File: src/rtl/fir_pkg.sv
// ---------------------------------------------------------------------------
// fir_pkg
// Shared definitions for the FIR coefficient loader.
//   state_t     : loader sequencing states (IDLE, SETUP, CLK1, GAP1, CLK2,
//                 GAP2, DONE)
//   *_DEF       : default parameter values for coef_loader
//   COEF_BITS   : bits in one coefficient chain load (WIDTH*NTAPS)
//   BIT_CYCLES  : ph1 cycles spent on each shifted bit
//   max2()      : constant helper for sizing counters
// ---------------------------------------------------------------------------
package fir_pkg;

   typedef enum logic [2:0] {
      IDLE  = 3'd0,
      SETUP = 3'd1,
      CLK1  = 3'd2,
      GAP1  = 3'd3,
      CLK2  = 3'd4,
      GAP2  = 3'd5,
      DONE  = 3'd6
   } state_t;

   localparam int WIDTH_DEF = 8;
   localparam int NTAPS_DEF = 4;
   localparam int HIGH_DEF  = 1;
   localparam int GAP_DEF   = 1;

   localparam int COEF_BITS  = WIDTH_DEF * NTAPS_DEF;
   localparam int BIT_CYCLES = 1 + 2 * HIGH_DEF + 2 * GAP_DEF;

   function automatic int max2(input int a, input int b);
      return (a > b) ? a : b;
   endfunction

endpackage

File: src/rtl/coef_phase_gen.sv
// ---------------------------------------------------------------------------
// coef_phase_gen
// Sequencer and timer for one load. Walks SETUP -> CLK1 -> GAP1 -> CLK2 ->
// GAP2 for every bit and produces the registered two-phase non-overlapping
// shift clocks.
// Ports:
//   ph1        in  : system clock (rising edge)
//   reset      in  : asynchronous active-low reset
//   go         in  : start accepted this edge (only meaningful in IDLE)
//   last       in  : the bit now being shifted is the final one
//   stop       in  : end the load after the current bit without DONE
//   state      out : current sequencer state (also used for debug)
//   shift_clk1 out : master shift clock, high during CLK1
//   shift_clk2 out : slave shift clock, high during CLK2
//   bit_end    out : high in the final GAP2 cycle of each bit
// ---------------------------------------------------------------------------
module coef_phase_gen
   import fir_pkg::*;
#(
   parameter int HIGH_CYCLES = HIGH_DEF,
   parameter int GAP_CYCLES  = GAP_DEF
) (
   input  logic   ph1,
   input  logic   reset,
   input  logic   go,
   input  logic   last,
   input  logic   stop,
   output state_t state,
   output logic   shift_clk1,
   output logic   shift_clk2,
   output logic   bit_end
);

   localparam int TW = $clog2(max2(HIGH_CYCLES, GAP_CYCLES) + 1);
   localparam logic [TW-1:0] H_LAST = TW'(HIGH_CYCLES - 1);
   localparam logic [TW-1:0] G_LAST = TW'(GAP_CYCLES - 1);

   logic [TW-1:0] tmr;

   assign bit_end = (state == GAP2) && (tmr == G_LAST);

   // Clock outputs are assigned on the same edge that enters/leaves the
   // CLK phases, so they line up exactly with the registered state.
   always_ff @(posedge ph1 or negedge reset) begin
      if (!reset) begin
         state      <= IDLE;
         tmr        <= '0;
         shift_clk1 <= 1'b0;
         shift_clk2 <= 1'b0;
      end else begin
         case (state)
            IDLE: begin
               if (go) state <= SETUP;
            end
            SETUP: begin
               state      <= CLK1;
               tmr        <= '0;
               shift_clk1 <= 1'b1;
            end
            CLK1: begin
               if (tmr == H_LAST) begin
                  state      <= GAP1;
                  tmr        <= '0;
                  shift_clk1 <= 1'b0;
               end else begin
                  tmr <= tmr + 1'b1;
               end
            end
            GAP1: begin
               if (tmr == G_LAST) begin
                  state      <= CLK2;
                  tmr        <= '0;
                  shift_clk2 <= 1'b1;
               end else begin
                  tmr <= tmr + 1'b1;
               end
            end
            CLK2: begin
               if (tmr == H_LAST) begin
                  state      <= GAP2;
                  tmr        <= '0;
                  shift_clk2 <= 1'b0;
               end else begin
                  tmr <= tmr + 1'b1;
               end
            end
            GAP2: begin
               if (tmr == G_LAST) begin
                  tmr <= '0;
                  if (stop)      state <= IDLE;
                  else if (last) state <= DONE;
                  else           state <= SETUP;
               end else begin
                  tmr <= tmr + 1'b1;
               end
            end
            DONE: begin
               state <= IDLE;
            end
            default: begin
               state      <= IDLE;
               tmr        <= '0;
               shift_clk1 <= 1'b0;
               shift_clk2 <= 1'b0;
            end
         endcase
      end
   end

endmodule

File: src/rtl/coef_loader.sv
// ---------------------------------------------------------------------------
// coef_loader
// Loads the FIR coefficient shift chain: latches NTAPS packed coefficients
// and shifts them out MSB first on shiftIn, qualified by the two-phase
// non-overlapping clocks shiftClk1/shiftClk2.
// Optional feature macro: COEF_LOADER_ABORT_EN (adds the abort input).
// Ports:
//   ph1       in  : system clock (rising edge)
//   reset     in  : asynchronous active-low reset
//   start     in  : load request, sampled only while busy=0
//   coefIn    in  : {c[NTAPS-1], ..., c[1], c[0]}
//   abort     in  : (COEF_LOADER_ABORT_EN only) finish current bit then stop
//   shiftIn   out : serial data to the first coefficient register
//   shiftClk1 out : master shift clock
//   shiftClk2 out : slave shift clock
//   busy      out : load in progress
//   done      out : one-cycle pulse after the final bit
//   dbg_state out : sequencer state
// Handshake: a load is accepted on any rising ph1 edge with start=1 while the
// sequencer is IDLE (busy=0); busy rises the next cycle and stays high
// through the DONE cycle, during which start is not accepted.
// ---------------------------------------------------------------------------
module coef_loader
   import fir_pkg::*;
#(
   parameter int WIDTH       = WIDTH_DEF,
   parameter int NTAPS       = NTAPS_DEF,
   parameter int HIGH_CYCLES = HIGH_DEF,
   parameter int GAP_CYCLES  = GAP_DEF
) (
   input  logic                   ph1,
   input  logic                   reset,
   input  logic                   start,
   input  logic [WIDTH*NTAPS-1:0] coefIn,
`ifdef COEF_LOADER_ABORT_EN
   input  logic                   abort,
`endif
   output logic                   shiftIn,
   output logic                   shiftClk1,
   output logic                   shiftClk2,
   output logic                   busy,
   output logic                   done,
   output state_t                 dbg_state
);

   localparam int NB = WIDTH * NTAPS;
   localparam int CW = (NB > 1) ? $clog2(NB) : 1;
   localparam logic [CW-1:0] LAST_BIT = CW'(NB - 1);

   state_t        state;
   logic          go;
   logic          last;
   logic          stop;
   logic          bit_end;
   logic [NB-1:0] shadow;
   logic [CW-1:0] bit_cnt;

   assign go        = start && (state == IDLE);
   assign last      = (bit_cnt == '0);
   assign dbg_state = state;

`ifdef COEF_LOADER_ABORT_EN
   // Remembers an abort seen anywhere in the current bit so the bit can run
   // to the end of GAP2 before the load is dropped.
   logic abort_pend;

   assign stop = abort | abort_pend;

   always_ff @(posedge ph1 or negedge reset) begin
      if (!reset) begin
         abort_pend <= 1'b0;
      end else if ((state == IDLE) || bit_end) begin
         abort_pend <= 1'b0;
      end else if (abort && (state != DONE)) begin
         abort_pend <= 1'b1;
      end
   end
`else
   assign stop = 1'b0;
`endif

   coef_phase_gen #(
      .HIGH_CYCLES (HIGH_CYCLES),
      .GAP_CYCLES  (GAP_CYCLES)
   ) u_phase (
      .ph1        (ph1),
      .reset      (reset),
      .go         (go),
      .last       (last),
      .stop       (stop),
      .state      (state),
      .shift_clk1 (shiftClk1),
      .shift_clk2 (shiftClk2),
      .bit_end    (bit_end)
   );

   // shiftIn only moves on the go edge and on bit_end edges, both of which
   // fall outside the CLK phases, so data is stable under every clock pulse.
   always_ff @(posedge ph1 or negedge reset) begin
      if (!reset) begin
         shadow  <= '0;
         bit_cnt <= '0;
         shiftIn <= 1'b0;
         busy    <= 1'b0;
         done    <= 1'b0;
      end else begin
         done <= 1'b0;
         if (go) begin
            shadow  <= coefIn;
            bit_cnt <= LAST_BIT;
            shiftIn <= coefIn[NB-1];
            busy    <= 1'b1;
         end else if (state == DONE) begin
            busy <= 1'b0;
         end else if (bit_end) begin
            if (stop) begin
               busy    <= 1'b0;
               shiftIn <= 1'b0;
            end else if (last) begin
               done    <= 1'b1;
               shiftIn <= 1'b0;
            end else begin
               bit_cnt <= bit_cnt - 1'b1;
               shadow  <= {shadow[NB-2:0], 1'b0};
               shiftIn <= shadow[NB-2];
            end
         end
      end
   end

endmodule

File: config.mk
export PLATFORM = sky130hd
export DESIGN_NAME = coef_loader
export DESIGN_NICKNAME = d
export VERILOG_FILES = /design/src/rtl/fir_pkg.sv /design/src/rtl/coef_phase_gen.sv /design/src/rtl/coef_loader.sv
export SDC_FILE = /design/constraint.sdc
export NUM_CORES = 1
export LEC_CHECK = 0
export ABC_CLOCK_PERIOD_IN_PS = 2800
export BUFFER_PORTS_ARGS = -buffer_cell sky130_fd_sc_hd__buf_2
export CORE_MARGIN = 2
export CORE_UTILIZATION = 59
export DETAILED_ROUTE_END_ITERATION = 7
export PLACE_DENSITY_LB_ADDON = 0.25
export SLEW_MARGIN = 20
export SYNTH_ARGS = -nofsm -noshare
export SYNTH_HDL_FRONTEND = slang
export SYNTH_SLANG_ARGS = --single-unit
File: constraint.sdc
create_clock -name ph1 -period 2.8 [get_ports ph1]
set_clock_uncertainty 0.15 [all_clocks]
set_input_delay 0.28 -clock ph1 [delete_from_list [all_inputs] [get_ports ph1]]
set_output_delay 0.28 -clock ph1 [all_outputs]
set_load 0.01 [all_outputs]
* Yosys cells after proc, flatten, opt, wreduce, memory -nomap -nowiden
Index checks and enable logic that the tools add are counted.
** Word-level totals
- Logic and storage cells :: 73
- Bits in registers :: 45
- Output and inout port bits :: 8
** Cells by class
- Eq/ne operators :: 13
- Bitwise gates (word level) :: 3
- Reduce and logical (&&, ||, !) cells :: 15
- Add/subtract/negate cells :: 2
- Mux-type cells :: 31
** Operator list (number)
- 31-bit two-way mux :: 4
- 5-bit two-way mux :: 4
- 3-bit two-way mux :: 6
- 3-bit case mux with 6 select lines :: 1
- 2-bit inequality test, second input constant :: 7
- 1-bit two-way mux :: 13
- 5-bit OR reduction :: 2
- 3-bit equality test, second input constant :: 3
- 3-bit by 2-bit equality test with 1-bit output, second input constant :: 2
- 1-bit case mux with 3 select lines :: 2
- 3-bit AND reduction :: 2
- 5-bit zero test :: 1
- 5-bit AND reduction :: 1
- 5-bit by 1-bit subtractor with 5-bit output, second input constant :: 1
- 2-bit AND reduction :: 2
- 2-bit nonzero test :: 2
- 4-bit OR reduction :: 1
- 3-bit by 1-bit equality test with 1-bit output, second input constant :: 1
- 3-bit zero test :: 1
- 1-bit inverter :: 3
- 1-bit logical AND :: 2
- 1-bit case mux with 2 select lines :: 1
- 2-bit OR reduction :: 1
- 1-bit adder, second input constant :: 1

* Depth between registers and ports, before layout
Gate-level depths: netlist of run 1.
- Depth in word-level cells :: 5
- Depth in mapped cells :: 7

* Modules after synthesis
From an unflattened synthesis of run 1, not the netlist that was laid out.
** Unflattened totals
- Cells, all modules :: 212
- Area, all modules :: 2187.1 µm²
** By module, submodules not included
- coef_loader :: area each 1908.1 µm², cells each 183, instances 1
- coef_phase_gen :: area each 279.0 µm², cells each 29, instances 1

* Worst setup path after synthesis of run 1
Ideal clock, no wire load.
- Path kind :: reg2reg
- From :: register bit_cnt[0]
- To :: register shadow[10]
- Setup time :: 0.127 ns
- Slack :: 0.892 ns
- Path buffers :: 2
- Arrival time :: 1.631 ns
- Data required time :: 2.523 ns
- Stages on the path, launching flop included :: 8
- Path through :: dfrtp_1 > inv_1 > ha_1 > or4b_4 > clkbuf_1 > buf_2 > nand3_1 > o211ai_2
** Between the ends
- Cells in the longest elaborated chain, start to end :: 3
** Ends and longest elaborated chain
- from (decl) :: RTL line coef_loader.sv:56 : logic [CW-1:0] bit_cnt;
- from (signal assigned) :: RTL line coef_loader.sv:123 : bit_cnt <= bit_cnt - 1'b1;
- 5-bit zero test :: RTL line coef_loader.sv:59 : assign last = (bit_cnt == '0);
- 2-bit inequality test (no line)
- 3-bit AND reduction (no line)
- to (signal assigned) :: RTL line coef_loader.sv:109 : shadow <= coefIn;
- to (signal assigned) :: RTL line coef_loader.sv:124 : shadow <= {shadow[NB-2:0], 1'b0};
- to (decl) :: RTL line coef_loader.sv:55 : logic [NB-1:0] shadow;
No other way between the ends.
A chain may end at the register's enable or synchronous reset.

* Worst setup path after layout of run 1
- From :: register bit_cnt[0]
- To :: register shadow[28]
The elaborated chain is that of the path after synthesis.

==> results, run 1 <==
- The global-route wire length before repair is 7490 um.
- The quantity of I/O buffers inserted on ports is 42.
- The number of cells after detailed placement is 306.
- The area of the mapped netlist is 0.00227 mm2.
- The count of yosys warnings during synthesis is 0.
- The run finished, with violations left.
- At the pin with the least slew margin, the transition time is 0.972 ns.
- Pin placement for this block handled 43 I/O pins.
- TritonCTS built the clock tree.
- From synthesis to final layout, the design area changed by 14.6%.
- The fill cell instance count of the final layout is 301.
- The initial antenna violation count is 0.
- The part of the cycle the worst path needs is 82.3%.
- Leaving out fill and tap cells, the most frequent cells in the layout are nand2_1 (64), dfrtp_1 (44), buf_2 (42).
- The setup path with the least slack is of type flop to flop.
- At the worst endpoint, the arrival time is 2.37 ns.
- The critical path required time is 2.87 ns.
- The H-tree generated during clock tree synthesis spans 2 levels.
- The height of the die is 66.1 um.
- The class of the worst hold path is input pin to async pin.
- In the post-synthesis netlist, the biggest area contributors are dfrtp_1 (48%), o211ai_2 (14%), nand2_1 (11%), nand3_1 (7.3%), buf_6 (2.0%).
- The area share of the largest cell type after synthesis is 48.4%.
- The initial detailed-routing violation count is 140.
- Clock-pin slew was measured on the worst setup and hold paths at 0.09 ns.
- The power density over the cells is 1040 mW/mm2.
- Synthesis handed over a netlist of 235 instances.
- The post-detailed-placement cell area is 0.00245 mm2.
- In the final routed layout, each cell accounts on average for 13.9 um.
- The sum of internal, switching and leakage power is 2.71 mW.
- The kind of start point of the critical path is a flop.
- The most common library cell in the layout ignoring fill and taps is nand2_1.
- Counting every net in the synthesized netlist gives 271.
- The routability-driven placement congestion ratio is 0.726.
- Entering global routing, the biggest net connects 45 pins.
- The placeable core region is 0.00369 mm2.
- At the later pin of the worst-skew pair, clock insertion delay measures 0.30 ns.
- The hold-fix buffer count after cts is 0.
- The die covers 0.00437 mm2.
- The clock root buffer master is clkbuf_8.
- Setup repair after global routing left no endpoint under its margin.
- The finished cells cover 0.00261 mm2.
- The number of antenna repair diodes is 0.
- The number of hold violations in the final report is 25.
- Counting flops and latches in the post-synthesis netlist gives 44.
- The reg2reg setup slack is 0.49 ns.
- A synthesized cell averages 9.68 um2.
- In this run the worst path has a maximum fanout of 39.
- In this run the static leakage power is 1.21 nW.
- Summed over all layers, the routed wires come to 4360 um.
- The logic depth of the worst register-to-register path is 5.
- The count of instances resized after the clock tree is built is 0.
- The DRC violations left is 0.
- The first detailed-routing pass took 4 iterations.
- The floorplan die width is 66.1 um.
- The final-layout worst hold slack is -0.0221 ns.
- The number of rows created at floorplan is 22.
- After synthesis, flip-flops and latches occupy 48.4% of the total area.
- Using the TritonRoute via totals, the vias-per-cell ratio works out to 5.52.
- In this run the post-CTS setup repair buffer count came out at 0.
- Counting every sink on the clock net gives 44.
- The checks that failed: negative hold slack.
- TritonCTS created 5 clock buffers.
- Summed over all instances, the cell type with the most area after synthesis is dfrtp_1.
- The number of buffers between clock root and the deepest sink is 2.
- Global routing finished with a remaining overflow of 0.
- The initial cell density of the core is 61.7%.
- The number of max-cap violations is 0.
- The worst-case IR drop observed on VDD is 486 uV.
- The worst pin sits at a relative slew slack of 35.2%.
- The number of max-slew violations in the final report is 0.
- The post-detailed-route count of antenna-violating nets is 0.
- The number of different library cells used by synthesis comes to 30.
- The number of standard cells in the final layout excluding fillers is 314.
- The sum of negative setup slack is 0 ns.
- The routed layout has 1733 vias.
- The net count of the finished layout is 301.
- Setup violations remaining at the end of the flow were counted as 0.
- The post-route minimum period is 2.31 ns.
- Detailed placement finished with a half-perimeter wire length of 2750 um.
- STA classifies the critical path endpoint as a flop.
- The overall fraction of global-route tracks in use is 22.4%.
- The achievable frequency is 434 MHz.
- The number of global-route vias before repair is 1704.
- The fraction of layout instances using a drive strength above 1 is 31.6%.
[cell families after synthesis]
kind of cell | synth area share [%]
adders and majority gates | 0.550
AOI/OAI and AO/OA | 20.9
muxes | 1.43
DFF | 48.4
buffers and inverters | 5.56
and+or+nand+nor | 23.2
[where the power goes]
group	internal, mW	switching, mW
Sequential	0.915	0.215
Clock	0.446	0.225
Combinational	0.423	0.484
[flip-flops by register name, summed over array words and instances (netlist names)]
name,count
shadow,31
u_phase.state,3
u_phase.shift_clk1,1
u_phase.shift_clk2,1
shiftIn,1
done,1
bit_cnt,5
busy,1
[final timing paths]
path / end / startpoint
max in group asynchronous: shiftIn / reset
max: shadow[28] / bit_cnt[0]
min: shadow[27] / reset
max reg2reg: shadow[28] / bit_cnt[0]
min in group ph1: shadow[10] / coefIn[10]
min reg2reg: bit_cnt[4] / bit_cnt[4]
[metrics by stage]
stage | utilization [%] | setup WS, ns
6_report | 70.7 | 0.495
5_1_grt | 70.7 | 0.378
4_1_cts | 70.7 | 0.491
3_5_place_dp | 66.4 | 0.514
3_3_place_gp | 66.4 | 0.604
2_1_floorplan | - | 0.892
[layer usage]
layer	part of all wire, %	global-route usage, %	up-vias
li1	-	-	878
met1	46	28.6	805
met2	48	37.8	42
met3	3.9	3.75	8
met4	1.5	9.18	0
met5	0	0	-
[cells in the mapped netlist]
cell / number
nand2b_1: 1
and2_4: 1
buf_2: 5
o21ai_1: 1
o21ai_0: 4
a21boi_0: 2
or4b_4: 1
nor4b_4: 1
a21oi_1: 4
ha_1: 1
nor2b_1: 2
and3b_1: 1
mux2_2: 2
buf_6: 4
o211ai_2: 26
a311oi_1: 2
a21o_1: 1
nand2_1: 64
mux2i_1: 1
dfrtp_1: 44
clkbuf_1: 11
o211ai_1: 4
nand3_1: 33
inv_1: 2
nor3_1: 3
nor2_1: 6
buf_1: 2
a211oi_1: 3
a31oi_1: 2
or4b_1: 1
[layout make-up]
cell class              count  area, um2  area share [%]
repair buffers             45        233            8.93
inverters                   2       7.51           0.288
clock buffers               5       68.8            2.64
multi-input cells         167       1050            40.2
clock inverters             3       90.1            3.45
flip-flops and latches     44       1100            42.2
well taps                  48       60.1            2.30
[critical path, cell delays in order (launching register included)]
cell and delay (ns):
dfrtp_1 0.42, inv_1 0.07, ha_1 0.20, or4b_4 0.70, and2_4 0.41, o211ai_1 0.25
(Power assumes the default switching activity.)
==> run 2: changes to the inputs <==
- ABC_AREA: default -> 1
- ABC_CLOCK_PERIOD_IN_PS: 2800 -> 1900
- CORE_UTILIZATION: 59 -> 50
- clock period: 2.8 -> 1.9 ns (I/O delays scaled with it)
==> run 2 against run 1 <==
  * The flow now finishes without violations
  * Largest cell class is now multi-input combinational cells
  * Combinational power grew 92%
  * Utilization shrank 12 points
  * Worst setup slack lost 0.31 ns
  * Critical path depth increased by 2
  * Sequential share of layout area decreased by 2.1 points
  * Highest routed layer unchanged
  * Maximum frequency increased by 34%
  * Clock power down 13%
  * Critical path type unchanged
  * Non-clock buffer count rose by 10
==> results, run 2 <==
- The flow ran to the end, and the final reports show no timing, DRC or antenna violations.
- The count of yosys warnings during synthesis is 0 (unchanged).
- The achievable frequency is 582 MHz (+34%).
- The number of max-slew violations in the final report is 0 (unchanged).
- The area share of the largest cell type after synthesis is 46.3% (-2.1 points).
- The actual transition at the worst max-transition pin is 0.422 ns (-0.550 ns).
- The placeable core region was 0.00466 mm2 (+26%).
- Setup repair after global routing left no endpoint under its margin.
- The number of buffers between clock root and the deepest sink was 2 (unchanged).
- The type of the worst setup path is flop to flop.
- The top-level port count is 43 (unchanged).
- The number of cells on the worst hold path is 5.
- The cell taking the most area after synthesis is dfrtp_1.
- The number of vias per cell after detailed routing came to 5.21 (-5.6%).
- The most instantiated library cell after synthesis is nand2_1.
- The worst-case vdd ir drop is 633 uV (+30%).
- The number of rows created at floorplan is 25 (+14%).
- After synthesis, the most frequently instantiated cells are nand2_1 (150), dfrtp_1 (44), nand3_1 (42), nand4_1 (32), buf_2 (12).
- In this run the critical register-to-register path is captured at shadow[16].
- The part of the cycle the worst path needs is 90.5% (+8.2 points).
- The number of hold violations in the final report came to 0 (-100%).
- The cell count after synthesis is 325 (+38%).
- The routability-driven placement congestion ratio was 0.802 (+10%).
- The quantity of I/O buffers inserted on ports is 42 (unchanged).
- The sum of overflow across all layers after global routing is 0 (unchanged).
- The area taken by flip-flops and latches is 0.00110 mm2 (unchanged).
- The routed wire length per instance came to 12.2 um (-12%).
- The fill cell instance count of the final layout is 467 (+55%).
- Sorting the synthesized cells by area gives the leading types as dfrtp_1 (46%), nand2_1 (24%), nand3_1 (8.8%), nand4_1 (8.4%), buf_2 (2.5%).
- The largest registers in the layout are shadow (31), bit_cnt (5), u_phase.state (3).
- The initial cell density of the core came to 51.1% (-11 points).
- STA classifies the critical path endpoint as a flop.
- The post-synthesis net count is 361 (+33%).
- The pin count of the biggest net entering global routing is 35 (-22%).
- The logic depth of the worst register-to-register path is 7 (+2).
- The floorplan die area came to 0.00533 mm2 (+22%).
- From synthesis to final layout, the design area changed by 15.3%.
- The data arrival time of the critical path came to 1.79 ns (-0.58 ns).
- The clock root buffer master is clkbuf_8.
- The most common flop cell mapped by yosys is dfrtp_1.
- The critical path required time is 1.97 ns (-0.90 ns).
- The number of distinct library cells after synthesis was 21 (-30%).
- The post-CTS setup buffer count is 0 (unchanged).
- The worst slew margin relative to its limit is 71.9% (+37 points).
- The end point of the worst hold path is shadow[3].
- The area used by multi-input combinational logic is 0.00112 mm2 (+6.8%).
- The mean instance size in the synthesized netlist was 7.32 um2 (-24%).
- The sum of internal, switching and leakage power is 3.83 mW (+41%).
- The net count of the finished layout is 397 (+32%).
- The number of antenna repair diodes is 0 (unchanged).
- The reg2reg setup slack was 0.18 ns (-0.31 ns).
- The overall fraction of global-route tracks in use was 21.0% (-1.4 points).
- The static power due to leakage is 1.57 nW (+29%).
- The final routed wirelength across all metal layers is 5060 um (+16%).
- The worst register-to-register path begins at bit_cnt[0].
- The number of max-cap violations is 0 (unchanged).
- The number of flip-flops and latches in the synthesized netlist is 44 (unchanged).
- The floorplan die width was 73.0 um (+10%).
- The area of the mapped netlist is 0.00238 mm2 (+4.6%).
- The via count of the routed design came to 2168 (+25%).
- The global-route wire length before repair is 8780 um (+17%).
- The height of the die is 73.0 um (+10%).
- The clock-pin slew on the worst setup and hold paths is 0.08 ns (about the same).
- The fraction of layout instances using a drive strength above 1 is 18.0% (-14 points).
- The proportion of synthesized chip area in sequential cells is 46.3% (-2.1 points).
- The class of the worst hold path is input pin to flop.
- The library cells used most frequently in the layout, excluding fill and tap cells, are nand2_1 (150), dfrtp_1 (44), nand3_1 (42), buf_2 (42), nand4_1 (32).
- The total setup violations reported at the end of the flow is 0 (unchanged).
- The worst setup path is launched from a flop.
- The clock tree from TritonCTS is yes.
- The clock insertion delay at the later pin of the skew report came to 0.29 ns (about the same).
- The number of global-route vias before repair is 1940 (+14%).
- The post-detailed-route count of antenna-violating nets is 0 (unchanged).
- The source of the worst hold timing path is coefIn[3].
- The flip-flop count of the largest register after layout came to 31 (unchanged).
- The number of levels in the clock H-tree came to 2 (unchanged).
- The number of enable flip-flop cells after synthesis is 0 (unchanged).
- The placed wire-length estimate after detailed placement came to 3500 um (+27%).
- The post-route minimum period is 1.72 ns (-0.586 ns).
- The sum of negative setup slack is 0 ns (unchanged).
- The top fanout value on the critical path is 16 (-59%).
- The DRC violations left is 0 (unchanged).
- The async set-or-reset flop fraction in the synthesized netlist is 100% (unchanged).
- The library cell used most frequently in the layout, excluding fill and tap cells, is nand2_1.
- The sink count of the clock tree was 44 (unchanged).
- The initial antenna violation count is 0 (unchanged).
- The initial detailed-routing violation count is 140 (unchanged).
- The register with the most flip-flops in the final layout is shadow.
- The power density over the cells is 1400 mW/mm2 (+34%).
- The TritonCTS buffer count came to 5 (unchanged).
- The first-pass iteration count of the detailed router came to 4 (unchanged).
[run 2: final cells by class]
cell class                 instances  area share (%)
clock buffer                       8            3.28
timing repair buffer              55            11.9
sequential                        44            40.1
tap                               54            2.46
inverter                          11            1.50
multi-input combinational        244            40.8
[run 2: per-layer routing]
layer | vias up | wire [um] | track usage [%]
met1 | 994 | 2430 | 28.7
met2 | 40 | 2450 | 34.7
met4 | 0 | 27 | 5.56
met3 | 2 | 159 | 3.31
met5 | - | 0 | 0
li1 | 1132 | - | -
[run 2: power by group]
group / internal [mW] / switching, mW / total, mW / leakage (nW)
clock network: 0.297 / 0.287 / 0.583 / 0.0455
logic: 0.647 / 1.09 / 1.74 / 0.956
registers: 1.27 / 0.233 / 1.50 / 0.566
[run 2: through the flow]
step	setup WS, ns	util, %	cell area [um2]	hold WS, ns	instances
2_1_floorplan	0.327	-	2380	-0.256	325
3_3_place_gp	0.227	56.3	2630	-0.000869	406
3_5_place_dp	0.170	56.3	2630	0.000504	406
4_1_cts	0.141	58.7	2740	0.0862	416
5_1_grt	0.0329	58.9	2740	0.109	416
6_report	0.181	58.9	2740	0.0907	416
[run 2: worst max path at each step]
stage | cells after the start | slack [ns] | endpoint | start
final | 7 | 0.18 | shadow[16] | bit_cnt[0]
after CTS | 7 | 0.14 | shadow[25] | bit_cnt[0]
after global routing | 7 | 0.03 | shadow[14] | bit_cnt[0]
after global placement | 7 | 0.23 | shadow[18] | bit_cnt[0]
after detailed placement | 7 | 0.17 | shadow[25] | bit_cnt[0]
after floorplan | 9 | 0.33 | shadow[10] | u_phase.state[0]
[run 2: logic make-up (layout without fill, tap and decap cells)]
group | count (synthesis) | count (layout) | share of synthesized area, %
and+or+nand+nor | 238 | 238 | 45.0
DFF | 44 | 44 | 46.3
buffers and inverters | 37 | 74 | 7.10
AOI/OAI and AO/OA | 5 | 5 | 1.10
adders and majority gates | 1 | 1 | 0.526
[run 2: what timing repair did]
action                                  4_1_cts  5_1_grt
endpoints found under the setup margin        0        5
hold buffers                                  2        0
gates resized for setup                       0        1
hold endpoints to repair                     18        0
[run 2: critical path: stages, from the launching register on]
cell and delay, ns:
dfrtp_1 0.39, inv_1 0.11, ha_1 0.19, nand3b_1 0.18
nand2_4 0.21, buf_4 0.24, nand3_1 0.09, nand2_1 0.08
==> run 3: changes to the inputs <==
- ABC_AREA: 1 -> 0
==> run 3 against run 2 <==
  * The run now ends with negative setup slack left
  * Largest cell class is now registers
  * Non-clock buffer count rose by 36
  * Hold slack worse by 0.077 ns
  * Register-to-register slack got worse by 0.19 ns
  * Via count fell by 8.1%
==> results, run 3 (same netlist as run 1, synthesis figures left out) <==
- The flow ran to the end, but the final reports show violations.
- The checks that failed: negative setup slack.
- The highest cell delay on the worst timing path is 0.53 ns (+0.14 ns).
- The static power due to leakage is 1.41 nW (-10%).
- The placeable core region was 0.00435 mm2 (-6.6%).
- The source of the worst hold timing path is coefIn[25].
- The flip-flop count of the largest register after layout is 31 (unchanged).
- The clock root buffer master is clkbuf_8.
- The actual transition at the worst max-transition pin is 0.333 ns (-0.0882 ns).
- The post-detailed-route count of antenna-violating nets is 0 (unchanged).
- The floorplan die area is 0.00511 mm2 (-4.2%).
- The post-detailed-placement cell area is 0.00256 mm2 (-2.6%).
- The combined buffer and inverter count along the critical path is 1 (-1).
- Leaving out fill and tap cells, the most frequent cells in the layout are nand2_1 (64), dfrtp_1 (44), buf_2 (42).
- The top fanout value on the critical path was 8 (-8).
- The critical path goes through inv_1 -> ha_2 -> or4b_4 -> and2_2 -> o211ai_2.
- The number of vias per cell after detailed routing is 5.43 (+4.2%).
- The number of rows created at floorplan is 24 (-4.0%).
- The fraction of layout instances using a drive strength above 1 came to 33.0% (+15 points).
- The clock insertion delay at the later pin of the skew report is 0.30 ns (about the same).
- The register with the most flip-flops is shadow.
- The initial cell density of the core came to 52.2% (+1.2 points).
- The number of antenna repair diodes is 0 (unchanged).
- The TritonCTS buffer count is 5 (unchanged).
- The via count of the routed design was 1993 (-8.1%).
- The worst slew margin relative to its limit is 77.8% (+5.9 points).
- The overall fraction of global-route tracks in use is 21.8% (+0.83 points).
- The floorplan die width was 71.5 um (-2.1%).
- The worst-case vdd ir drop is 713 uV (+13%).
- The class of the worst hold path is input pin to flop.
- The largest individual stage delay along the critical path comes from the cell or4b_4.
- The number of cells on the worst hold path came to 3 (-2).
- The initial detailed-routing violation count came to 173 (+24%).
- The data arrival time of the critical path is 1.99 ns (+0.20 ns).
- The top-level port count is 43 (unchanged).
- The worst register-to-register path begins at bit_cnt[1].
- The placed wire-length estimate after detailed placement is 3020 um (-14%).
- The number of standard cells in the final layout excluding fillers came to 367 (-12%).
- The number of max-slew violations in the final report is 0 (unchanged).
- The global-route wire length before repair is 8770 um (about the same).
- The height of the die is 71.5 um (-2.1%).
- The critical path required time was 1.97 ns (about the same).
- The final routed wirelength across all metal layers is 5330 um (+5.3%).
- The critical path is of the flop to flop type.
- The DRC violations left is 0 (unchanged).
- The number of global-route vias before repair came to 1931 (-0.46%).
- The endpoint identified for the worst register-to-register timing path is shadow[24].
- The achievable frequency is 523 MHz (-10%).
- The routed wire length per instance is 14.5 um (+19%).
- The element type at the critical path end is a flop.
- The part of the cycle the worst path needs is 101% (+10 points).
- TritonCTS built the clock tree.
- The number of max-cap violations is 0 (unchanged).
- The quantity of I/O buffers inserted on ports is 42 (unchanged).
- The sink count of the clock tree is 44 (unchanged).
- The power density over the cells is 1290 mW/mm2 (-7.6%).
- The reg2reg setup slack was -0.01 ns (-0.19 ns).
- The number of levels in the clock H-tree is 2 (unchanged).
- The worst path setup slack after routing is -0.0129 ns (-0.194 ns).
- The initial antenna violation count is 0 (unchanged).
- STA classifies the critical path startpoint as a flop.
- The number of hold violations in the final report is 0 (unchanged).
- The most common library cell in the layout ignoring fill and taps is nand2_1.
- The final cell area excluding filler cells is 0.00305 mm2 (+11%).
- The first-pass iteration count of the detailed router was 6 (+2).
- The pin count of the biggest net entering global routing came to 45 (+29%).
- For hold timing, the worst endpoint is shadow[25].
- The total setup violations reported at the end of the flow is 6 (+6).
- The clock-pin slew on the worst setup and hold paths is 0.08 ns (about the same).
- The utilization after layout came to 69.9% (+11 points).
- The sum of overflow across all layers after global routing is 0 (unchanged).
- The routability-driven placement congestion ratio is 0.759 (-5.4%).
- The logic depth of the worst register-to-register path is 5 (-2).
- The setup slack at placement is -0.0230 ns (-0.193 ns).
- The number of buffers between clock root and the deepest sink is 2 (unchanged).
- Compared with the post-synthesis result, the final layout area differs by 33.9%.
- The number of cells after detailed placement is 322 (-21%).
- The post-route minimum period came to 1.91 ns (+0.194 ns).
- Setup repair after global routing could not meet its margin everywhere.
- The largest registers in the layout are shadow (31), bit_cnt (5), u_phase.state (3).
- The net count of the finished layout came to 350 (-12%).
- The cell family contributing the most delay on the critical path is simple AND/OR/NAND/NOR gates.
-- run 3: cell count changes in the layout (fill, tap and decap cells not counted), moves of 4 or more --
cell           previous run  this run
buf_4                    10        14
dlygate4sd3_1             2        31
inv_1                    11         2
nand2_1                 150        64
nand3_1                  42        33
nand4_1                  32         0
o211ai_1                  0         4
o211ai_2                  0        26
-- run 3: per-layer routing --
metal | share of wire, % | wire, um | track usage (%) | up-vias
li1 | - | - | - | 984
met1 | 48 | 2550 | 29.4 | 955
met2 | 46 | 2480 | 33.7 | 45
met3 | 3.8 | 200 | 4.92 | 9
met4 | 1.9 | 99 | 9.85 | 0
met5 | 0 | 0 | 0 | -
-- run 3: layout make-up --
type | count | area, um2
multi-input cells | 170 | 1080
clock inverters | 2 | 35.0
fillers | 343 | 1310
clock buffers | 6 | 72.6
inverters | 2 | 7.51
repair buffers | 91 | 679
well taps | 52 | 65.1
flip-flops and latches | 44 | 1100
-- run 3: per-stage QoR --
| step | hold WS (ns) | setup TNS, ns | power [mW] |
|---|---|---|---|
| floorplan | -0.256 | 0 | 2.73 |
| global placement | 0.0365 | 0 | 3.08 |
| detailed placement | 0.0367 | -0.0438 | 3.12 |
| CTS | 0.0136 | -0.0785 | 3.89 |
| global route | 0.0215 | -1.18 | 4.23 |
| finish | 0.0136 | -0.0346 | 3.93 |
-- run 3: power by group --
group	leakage, nW	total [mW]	internal [mW]	switching [mW]
registers	0.524	1.59	1.35	0.244
clock network	0.0552	0.708	0.390	0.318
logic	0.832	1.62	0.781	0.842
total	1.41	3.93	2.52	1.40
-- run 3: timing repair --
| item | in CTS | in global routing |
|---|---|---|
| setup endpoints to repair | 16 | 38 |
| resized for setup | 1 | 9 |
| endpoints found under the hold margin | 74 | 0 |
| hold buffers | 31 | 0 |
| setup buffers | 1 | 2 |
| cloned | 0 | 3 |
| pin swaps | 3 | 5 |
-- run 3: how the worst max path moves through the flow --
stage          startpoint         end  slack, ns  cells past startpoint
2_1_floorplan  bit_cnt[0]  shadow[10]       0.02                      7
3_3_place_gp   bit_cnt[0]  shadow[27]       0.04                      5
3_5_place_dp   bit_cnt[1]  shadow[28]      -0.02                      5
4_1_cts        bit_cnt[1]  shadow[25]      -0.03                      5
5_1_grt        bit_cnt[1]  bit_cnt[0]      -0.07                      6
6_report       bit_cnt[1]  shadow[24]      -0.01                      5
-- run 3: tightest hold or removal path, stage by stage --
cell	delay [ns]
buf_2	0.09
nand2_1	0.06
o211ai_1	0.08
